[src/rtl/clock_counter_reader.sv]
// Coherent 32-bit bus reader for the 64-bit tick and millisecond counters, the clock mode flags
// and an optional millisecond compare interrupt.
// Build option: define CLOCK_READER_IRQ_EN to include CMP_LO/CMP_HI/CONTROL, the pending flag and
// timer_irq. Without it those registers read 0, ignore writes, and timer_irq is tied low.
module clock_counter_reader #(
  parameter int unsigned ADDR_WIDTH = 5
) (
  input  logic                  core_clock,
  input  logic                  reset_n,
  input  logic [63:0]           core_clock_ticks,
  input  logic [63:0]           miliseconds,
  input  logic                  clock_manual_mode,
  input  logic                  clock_slow_mode,
  input  logic [ADDR_WIDTH-1:0] address,
  input  logic                  read_enable,
  input  logic                  write_enable,
  input  logic [31:0]           write_data,
  output logic [31:0]           read_data,
  output logic                  read_valid,
  output logic                  timer_irq
);

  localparam logic [2:0] RegTicksLo = 3'd0;
  localparam logic [2:0] RegTicksHi = 3'd1;
  localparam logic [2:0] RegMsLo    = 3'd2;
  localparam logic [2:0] RegMsHi    = 3'd3;
  localparam logic [2:0] RegCmpLo   = 3'd4;
  localparam logic [2:0] RegCmpHi   = 3'd5;
  localparam logic [2:0] RegStatus  = 3'd6;
  localparam logic [2:0] RegControl = 3'd7;

  logic [2:0] reg_idx;
  assign reg_idx = address[4:2];

  // Byte-lane bits and, when the compare block is absent, the write path are intentionally unused.
  logic unused_bits;
  assign unused_bits = ^{address[1:0], write_data, write_enable};

  // ---------------------------------------------------------------------------------------------
  // Millisecond capture: the counter comes from another clock domain, so only a value seen
  // identically in two consecutive samples is accepted.
  // ---------------------------------------------------------------------------------------------
  logic [63:0] ms_s1_q, ms_s2_q, ms_stable_q, ms_stable_d;

  // Accept the older sample only when both samples agree; otherwise keep the last good value.
  always_comb begin
    ms_stable_d = ms_stable_q;
    if (ms_s1_q == ms_s2_q) ms_stable_d = ms_s2_q;
  end

  // Sampling chain and stable value.
  always_ff @(posedge core_clock or negedge reset_n) begin
    if (!reset_n) begin
      ms_s1_q     <= '0;
      ms_s2_q     <= '0;
      ms_stable_q <= '0;
    end else begin
      ms_s1_q     <= miliseconds;
      ms_s2_q     <= ms_s1_q;
      ms_stable_q <= ms_stable_d;
    end
  end

  // ---------------------------------------------------------------------------------------------
  // Compare / interrupt block
  // ---------------------------------------------------------------------------------------------
  logic [63:0] cmp_rd;
  logic        irq_pending_rd;
  logic        irq_enable_rd;

`ifdef CLOCK_READER_IRQ_EN
  logic [63:0] cmp_q, cmp_d;
  logic        irq_enable_q, irq_enable_d;
  logic        irq_pending_q, irq_pending_d;
  logic        timer_irq_q;

  // Register writes; a compare hit is applied last so it overrides a clear in the same cycle.
  always_comb begin
    cmp_d         = cmp_q;
    irq_enable_d  = irq_enable_q;
    irq_pending_d = irq_pending_q;
    if (write_enable) begin
      case (reg_idx)
        RegCmpLo:   cmp_d[31:0]  = write_data;
        RegCmpHi:   cmp_d[63:32] = write_data;
        RegStatus:  if (write_data[2]) irq_pending_d = 1'b0;
        RegControl: irq_enable_d = write_data[0];
        default:    ;
      endcase
    end
    if (ms_stable_q >= cmp_q) irq_pending_d = 1'b1;
  end

  // Compare state and registered interrupt output.
  always_ff @(posedge core_clock or negedge reset_n) begin
    if (!reset_n) begin
      cmp_q         <= '1;
      irq_enable_q  <= 1'b0;
      irq_pending_q <= 1'b0;
      timer_irq_q   <= 1'b0;
    end else begin
      cmp_q         <= cmp_d;
      irq_enable_q  <= irq_enable_d;
      irq_pending_q <= irq_pending_d;
      timer_irq_q   <= irq_pending_q & irq_enable_q;
    end
  end

  assign cmp_rd         = cmp_q;
  assign irq_pending_rd = irq_pending_q;
  assign irq_enable_rd  = irq_enable_q;
  assign timer_irq      = timer_irq_q;
`else
  assign cmp_rd         = '0;
  assign irq_pending_rd = 1'b0;
  assign irq_enable_rd  = 1'b0;
  assign timer_irq      = 1'b0;
`endif

  // ---------------------------------------------------------------------------------------------
  // Read path
  // ---------------------------------------------------------------------------------------------
  logic [31:0] rdata_mux;
  logic [31:0] read_data_q;
  logic        read_valid_q;
  logic [31:0] ticks_shadow_q, ms_shadow_q;

  // Select the read value from pre-edge state, so a simultaneous write is not yet visible.
  always_comb begin
    rdata_mux = '0;
    case (reg_idx)
      RegTicksLo: rdata_mux = core_clock_ticks[31:0];
      RegTicksHi: rdata_mux = ticks_shadow_q;
      RegMsLo:    rdata_mux = ms_stable_q[31:0];
      RegMsHi:    rdata_mux = ms_shadow_q;
      RegCmpLo:   rdata_mux = cmp_rd[31:0];
      RegCmpHi:   rdata_mux = cmp_rd[63:32];
      RegStatus:  rdata_mux = {29'd0, irq_pending_rd, clock_slow_mode, clock_manual_mode};
      RegControl: rdata_mux = {31'd0, irq_enable_rd};
      default:    rdata_mux = '0;
    endcase
  end

  // Registered read response; a LO read freezes the matching HI half for a coherent 64-bit read.
  always_ff @(posedge core_clock or negedge reset_n) begin
    if (!reset_n) begin
      read_data_q    <= '0;
      read_valid_q   <= 1'b0;
      ticks_shadow_q <= '0;
      ms_shadow_q    <= '0;
    end else begin
      read_valid_q <= read_enable;
      if (read_enable) begin
        read_data_q <= rdata_mux;
        if (reg_idx == RegTicksLo) ticks_shadow_q <= core_clock_ticks[63:32];
        if (reg_idx == RegMsLo)    ms_shadow_q    <= ms_stable_q[63:32];
      end
    end
  end

  assign read_data  = read_data_q;
  assign read_valid = read_valid_q;

endmodule

[config.mk]
export PLATFORM = sky130hd
export DESIGN_NAME = clock_counter_reader
export DESIGN_NICKNAME = d
export VERILOG_FILES = /design/src/rtl/clock_counter_reader.sv
export SDC_FILE = /design/constraint.sdc
export NUM_CORES = 1
export LEC_CHECK = 0
export CAP_MARGIN = 40
export CELL_PAD_IN_SITES_DETAIL_PLACEMENT = 2
export CELL_PAD_IN_SITES_GLOBAL_PLACEMENT = 2
export CORE_UTILIZATION = 37
export CTS_CLUSTER_DIAMETER = 60
export DETAILED_ROUTE_END_ITERATION = 16
export GPL_TIMING_DRIVEN = 0
export PLACE_DENSITY = 0.83
export SKIP_LAST_GASP = 1
export SYNTH_ARGS = -nofsm -noshare
export SYNTH_HDL_FRONTEND = slang
export SYNTH_SLANG_ARGS = --single-unit
[constraint.sdc]
create_clock -name core_clock -period 2.22 [get_ports core_clock]
set_clock_uncertainty 0.1 [all_clocks]
set_input_delay 0.555 -clock core_clock [delete_from_list [all_inputs] [get_ports core_clock]]
set_output_delay 0.555 -clock core_clock [all_outputs]
set_load 0.02 [all_outputs]
==> results of run 1 <==
-- sequential cells by signal (all words and copies together), names as in the netlist --
name and cells:
read_data 32, ticks_shadow_q 32, ms_stable_q 64, ms_shadow_q 32
read_valid 1, ms_s2_q 64, ms_s1_q 64
-- what timing repair did --
| item | in CTS | in global routing |
|---|---|---|
| endpoints found under the hold margin | 86 | 0 |
| buffers inserted | 13 | 2 |
| resized for setup | 37 | 27 |
| hold buffers | 1 | 0 |
| endpoints found under the setup margin | 140 | 143 |
| pin swaps | 12 | 7 |
| gates cloned | 1 | 0 |
-- routing by layer --
metal	global-route usage (%)	vias up
met3	3.655	39
met1	26.91	3313
met5	0	-
met4	5.072	0
li1	-	2751
met2	38.33	158
-- worst max-delay path, cell delays in order, from the launching register on --
cell and delay, ns:
dfrtp_2 0.48, xnor2_2 0.17, nand4_1 0.27, nor4_4 0.39, and4_1 0.24, buf_6 0.15
buf_12 0.17, mux2_4 0.31
-- power by group through the flow --
stage               clock network (mW)  registers [mW]  logic (mW)
floorplan                            0            5.84       0.445
global placement                     0            5.83        1.06
detailed placement                   0            5.86        1.12
global route                      5.65            5.81        1.23
CTS                               5.45            5.78        1.16
finish                            5.31            5.77        1.14
-- area by class of cell --
| cell class | count | area [um^2] |
|---|---|---|
| fill | 2628 | 14410 |
| tap | 384 | 480.5 |
| clock inverter | 9 | 128.9 |
| multi-input combinational | 294 | 3572 |
| sequential | 289 | 7236 |
| inverter | 60 | 225.2 |
| buffer | 26 | 203.9 |
| clock buffer | 45 | 928.4 |
| timing repair buffer | 187 | 1908 |
-- placed cells by master (no fill, tap or decap), types with 2 or more instances in the layout --
| cell | instances |
|---|---|
| dlygate4sd2_1 | 7 |
| dfrtp_2 | 3 |
| clkbuf_8 | 10 |
| mux2_2 | 67 |
| clkdlybuf4s50_1 | 149 |
| nor4_4 | 4 |
| clkbuf_2 | 3 |
| bufinv_16 | 3 |
| xnor2_2 | 15 |
| buf_6 | 8 |
| o22ai_1 | 30 |
| nand4_1 | 16 |
| xnor2_1 | 49 |
| mux4_2 | 30 |
| mux2i_1 | 2 |
| buf_16 | 2 |
| inv_1 | 60 |
| mux2_4 | 61 |
| buf_2 | 9 |
| clkinv_2 | 3 |
| buf_4 | 14 |
| clkbuf_1 | 9 |
| a21oi_1 | 2 |
| dlymetal6s2s_1 | 10 |
| clkinvlp_4 | 2 |
| nor2_1 | 2 |
| buf_12 | 4 |
| dfrtp_1 | 286 |
| clkbuf_16 | 31 |
| o21ai_0 | 3 |
-- worst min path at each step --
stage	cells after the start	to	start
after floorplan	0	ms_s1_q[0]	reset_n
after global placement	0	ms_s2_q[23]	ms_s1_q[23]
after detailed placement	0	ms_s2_q[28]	ms_s1_q[28]
after CTS	0	ms_s2_q[26]	ms_s1_q[26]
after global routing	0	ms_s2_q[26]	ms_s1_q[26]
final	0	ms_s2_q[26]	ms_s1_q[26]
-- logic make-up (layout without fill, tap and decap cells) --
| logic type | after synthesis | after routing |
|---|---|---|
| xor+xnor | 64 | 64 |
| compound gates | 38 | 38 |
| other cells | 1 | 1 |
| simple gates | 30 | 30 |
| mux | 161 | 161 |
| flops | 289 | 289 |
| buf+inv | 90 | 327 |
==> summary.txt, run 1 <==
Power
  – Maximum VDD drop: 0.4410 mV
  – P_leak: 6.736 nW
  – Internal power: 9.401 mW
  – Cell area power density: 832.7 nW/um^2
  – Net Sw Frac: 23.11%
  – Clk pwr share: 43.5%
  – Sequential power share: 47.2%
  – Total Power: 12.23 mW
  – NetSw: between 2 and 3 mW
  – Combinational power share: 9.3%

Placed design
  – Port Buffers: 167
  – Cell Area, Placed: approximately 13000 um^2
  – Gp weighted congestion: 0.7723
  – Place WS: -0.8497 ns
  – Placed insts: 1228
  – Dpl hpwl: roughly 22000 um

Logic synthesis
  – Synth top cells by count: dfrtp_1, mux2_2, xnor2_1
  – Avg Inst Size Synth: 16.44 um^2
  – Register area share after synthesis: 65.36%
  – Compound-Gate Fraction of Synth Area: 2.126%
  – Cell count after synthesis: 673
  – Synth unique cells: 32
  – Syn nets: about 840
  – YS warnings: 0
  – Post-synthesis xor/xnor area fraction: 5.066%
  – Largest family of logic cells by synthesized area: multiplexers
  – Dominant synthesized flop cell: dfrtp_1
  – Post-Syn Area: 11060 um^2
  – Post-synthesis mux area share: 21.45%
  – Post-synth top area cell: dfrtp_1
  – Post-synth EDFFs: 0
  – Fraction of registers with async set/reset: 100.0%
  – Adder-cell area share of the yosys netlist: 0%
  – Top cells by area, synth: dfrtp_1, mux2_4, mux2_2
  – Simple-gate portion of the synthesized area: 2.024%
  – Most frequent cell after synthesis: dfrtp_1
  – Post-synth top area share: roughly 65%
  – Seq cells post-synth: 289

Setup path
  – Worst setup EP type: flip-flop
  – CP Max Fanout: 10
  – R2R setup slack: -0.20 ns
  – CP Capture Point: ms_stable_q[14]
  – Worst Setup Start Kind: flip-flop
  – Critical R2R Launch: ms_s2_q[59]
  – R2R cell count: 7
  – WP data arrival: about 2.7 ns
  – CP Launch Point: ms_s2_q[59]
  – Reg-to-reg endpoint: ms_stable_q[14]
  – Worst Path Required: ~2.5 ns
  – Setup CP Type: reg2reg

STA
  – Final period utilization: 109.0%
  – Final hold vios: 0
  – F_max: 413.4 MHz
  – Setup TNS: -9.078 ns
  – Setup WS post-layout: -0.1991 ns
  – Worst hold slack: 0.2858 ns
  – Worst-Margin Slew: 0.7224 ns
  – Relative slew slack: 51.84%
  – Final slew viol count: 0
  – Final setup viols: 63
  – RSZ-0062 raised after global routing: yes
  – Fin crit period: 2.419 ns

Floorplanning
  – I/O pin cnt: 205
  – Die width: 174.9 um
  – Row count: 62
  – Die area: about 31000 um^2
  – Initial cell density of the core: a little under two fifths
  – Core Box Area: just under 30000 um^2
  – DIE HEIGHT: 174.9 um

Status
  – Outcome: finished with violations
  – Failing checks: negative setup slack

Clock network
  – H-tree levels: 1
  – Clk_lat worst skew: 0.56 ns
  – CTS tree: yes
  – Max Buffers Root-to-Sink: 3
  – CTS clk-pin slew, worst paths: about 0.060 ns
  – CTS root buffer: clkbuf_16
  – Clock Sink Count: 289
  – CTS Buf Count: 31

Global routing
  – Vias in the first global route: 7482
  – Initial antenna violation count: 0
  – Wire length of the first global-routing pass: 48340 um
  – Largest net degree at the start of global routing: about 120
  – Tot GR Track Use: 21.41%
  – Gr ovfl total: 0

Finish
  – Fin cells: 1294
  – Ratio of cells with drive above 1 in the final layout: 30.22%
  – Number of nets in the layout: 1060
  – Cell area after layout: 14680 um^2
  – N_diodes: 0
  – Layout area overhead: 32.70%
  – Post-Route Utilization: 50.47%

Job
  – MaxCap Viol Count: 0

Detailed routing
  – Met3 wire len: 1310 um
  – Wire length per cell: 24.25 um
  – Final WL: 31370 um
  – Met1 WL: 12950 um
  – Met2 wire len: between 15000 and 20000 um
  – Via/cell ratio: 4.838
  – Top layer in use: met4
  – Pre-Repair DR Iteration Count: 4
  – ANT nets after route: 0
  – Via count: 6261
  – Remaining DRCs: 0
  – DR iter-0 viols: approximately 250

Hold path
  – Hold Crit Class: reg2reg
(Power assumes the default switching activity.)
==> run 2: changes to the inputs <==
--- a/config.mk
+++ b/config.mk
@@ -14,6 +14,8 @@
 export GPL_TIMING_DRIVEN = 0
 export PLACE_DENSITY = 0.83
 export SKIP_LAST_GASP = 1
+export SLEW_MARGIN = 40
 export SYNTH_ARGS = -nofsm -noshare
 export SYNTH_HDL_FRONTEND = slang
 export SYNTH_SLANG_ARGS = --single-unit
+export TNS_END_PERCENT = 5
==> run 2 against run 1 <==
The flow still finishes with violations (negative setup slack). Utilization barely moved. Flip-flop and latch count is the same. Count of clock-buffer cells in the layout down 3. Critical endpoint is now ms_stable_q[46]. Setup slack worse by 0.035 ns. Non-clock buffer count is 4 higher. Maximum frequency fell by 1.4%. Combinational power about the same. First-iteration DRC count fell by 14%. Wire length up 0.98%.
==> summary.txt, run 2 (synthesis results as in run 1) <==
Floorplanning
  – Die width: 174.9 um (unchanged)
  – DIE HEIGHT: 174.9 um (unchanged)
  – Row count: 62 (unchanged)
  – Die area: 30600 um^2 (unchanged)
  – I/O pin cnt: 205 (unchanged)
  – Initial cell density of the core: 38.03% (unchanged)
  – Core Box Area: 29090 um^2 (unchanged)

Finish
  – Ratio of cells with drive above 1 in the final layout: 29.43% (-0.79 points)
  – Commonest non-fill, non-tap cell in the layout: dfrtp_1
  – N_diodes: 0 (unchanged)
  – Fillers: 2593 (-1.3%)
  – Layout area overhead: 32.76% (about the same)
  – Cell area after layout: 14690 um^2 (about the same)
  – Top flop regs: ms_s1_q x64, ms_s2_q x64, ms_stable_q x64
  – Commonest cells after routing, fill and taps aside: dfrtp_1, clkdlybuf4s50_1, mux2_2
  – Post-Route Utilization: 50.49% (about the same)
  – Number of nets in the layout: 1064 (+0.38%)

Status
  – Outcome: finished with violations
  – Failing checks: negative setup slack

Detailed routing
  – Pre-Repair DR Iteration Count: 4 (unchanged)
  – ANT nets after route: 0 (unchanged)
  – Via count: 6333 (+1.1%)
  – Via/cell ratio: 4.879 (+0.84%)
  – Remaining DRCs: 0 (unchanged)
  – DR iter-0 viols: 218 (-14%)
  – Final WL: 31680 um (+0.98%)
  – Wire length per cell: 24.41 um (+0.67%)

Hold path
  – Hold Crit Class: reg2reg

Placed design
  – Gp weighted congestion: 0.7723 (unchanged)
  – Place WS: -0.8196 ns (+0.03018 ns)
  – Dpl hpwl: 21970 um (+0.72%)
  – Port Buffers: 167 (unchanged)
  – Cell Area, Placed: 13330 um^2 (+0.21%)

Setup path
  – Worst Setup Start Kind: flip-flop
  – Worst Path Required: 2.56 ns (+0.02 ns)
  – WP data arrival: 2.79 ns (+0.05 ns)
  – CP Max Fanout: 10 (unchanged)
  – Setup CP Type: reg2reg
  – Worst setup EP type: flip-flop

Global routing
  – Tot GR Track Use: 21.47% (+0.056 points)
  – Gr ovfl total: 0 (unchanged)
  – Largest net degree at the start of global routing: 74 (-37%)
  – Initial antenna violation count: 0 (unchanged)
  – Wire length of the first global-routing pass: 48600 um (+0.54%)
  – Vias in the first global route: 7561 (+1.1%)

STA
  – Relative slew slack: 42.86% (-9.0 points)
  – F_max: 407.4 MHz (-1.4%)
  – Setup WS post-layout: -0.2345 ns (-0.03544 ns)
  – Final hold vios: 0 (unchanged)
  – Worst-Margin Slew: 0.8571 ns (+0.1346 ns)
  – Final period utilization: 110.6% (+1.6 points)
  – Worst hold slack: 0.2921 ns (+0.006340 ns)
  – RSZ-0062 raised after global routing: yes
  – Final setup viols: 113 (+79%)
  – Final slew viol count: 0 (unchanged)
  – Setup TNS: -14.83 ns (-5.754 ns)
  – Fin crit period: 2.455 ns (+0.03544 ns)

Power
  – Cell area power density: 824.9 nW/um^2 (-0.94%)
  – P_leak: 6.568 nW (-2.5%)
  – Maximum VDD drop: 0.4735 mV (+7.4%)

Clock network
  – CTS Buf Count: 31 (unchanged)
  – CTS tree: yes
  – Max Buffers Root-to-Sink: 3 (unchanged)
  – H-tree levels: 1 (unchanged)
  – CTS clk-pin slew, worst paths: 0.06 ns (about the same)
  – CTS root buffer: clkbuf_16
  – Clk_lat worst skew: 0.56 ns (about the same)
  – Clock Sink Count: 289 (unchanged)

Job
  – MaxCap Viol Count: 0 (unchanged)
-- run 2: cell types whose count changed in the layout (fill, tap and decap cells not counted), sizes merged --
| cell | previous run | this run |
|---|---|---|
| dlymetal6s2s | 10 | 0 |
| clkdlybuf4s50 | 149 | 166 |
| bufbuf | 0 | 1 |
| inv | 60 | 62 |
| clkinvlp | 2 | 1 |
| clkinv | 4 | 6 |
| dlygate4sd2 | 7 | 0 |
-- run 2: metrics by stage --
step / power (mW) / std cells
after global placement: 6.899 / 1224
after floorplan: 6.285 / 673
final: 12.12 / 1298
after detailed placement: 6.997 / 1228
after global routing: 12.56 / 1298
after CTS: 12.28 / 1290
-- run 2: report_power, final --
group	total [mW]	internal, mW	switching (mW)
sequential	5.78	5.56	0.215
clock	5.19	3.10	2.09
combinational	1.15	0.631	0.522
total	12.1	9.29	2.82
-- run 2: critical path, stage by stage, from the launching register on --
cell and delay, ns:
dfrtp_1 0.43, xnor2_2 0.26, nand4_1 0.21, nor4_4 0.39
buf_4 0.18, nand4_4 0.14, buf_12 0.17, buf_12 0.15
mux2_4 0.30
-- run 2: final timing paths --
kind                            cells past startpoint         endpoint  slack, ns         from
worst min register to register                      0      ms_s2_q[54]       0.29  ms_s1_q[54]
max in group asynchronous                           4      ms_s2_q[54]       0.58      reset_n
worst max register to register                      8  ms_stable_q[46]      -0.23   ms_s1_q[9]
worst min-delay path                                0      ms_s2_q[54]       0.29  ms_s1_q[54]
min in group asynchronous                           2       read_valid       0.40      reset_n
worst max-delay path                                8  ms_stable_q[46]      -0.23   ms_s1_q[9]
-- run 2: cell type report --
cell class / count / area [um^2] / share of cell area, %
tap: 384 / 480.5 / 3.271
clock buffer: 42 / 877.1 / 5.971
buffer: 30 / 240.2 / 1.635
multi-input combinational: 294 / 3522 / 23.98
inverter: 60 / 225.2 / 1.533
sequential: 289 / 7234 / 49.25
timing repair buffer: 187 / 1961 / 13.35
clock inverter: 12 / 148.9 / 1.014
-- run 2: routing by layer --
metal / vias up / global-route usage [%] / share of wire (%)
li1: 2759 / - / -
met1: 3401 / 27.21 / 41
met2: 130 / 39.25 / 54
met3: 43 / 2.480 / 2.9
met4: 0 / 4.674 / 1.7
met5: - / 0 / 0
-- run 2: timing repair --
item / CTS / global route
gates cloned: 1 / 1
setup buffers: 6 / 7
hold buffers: 1 / 0
pin swaps: 9 / 17
setup endpoints to repair: 137 / 147
gates resized for setup: 18 / 9
hold endpoints to repair: 45 / 0
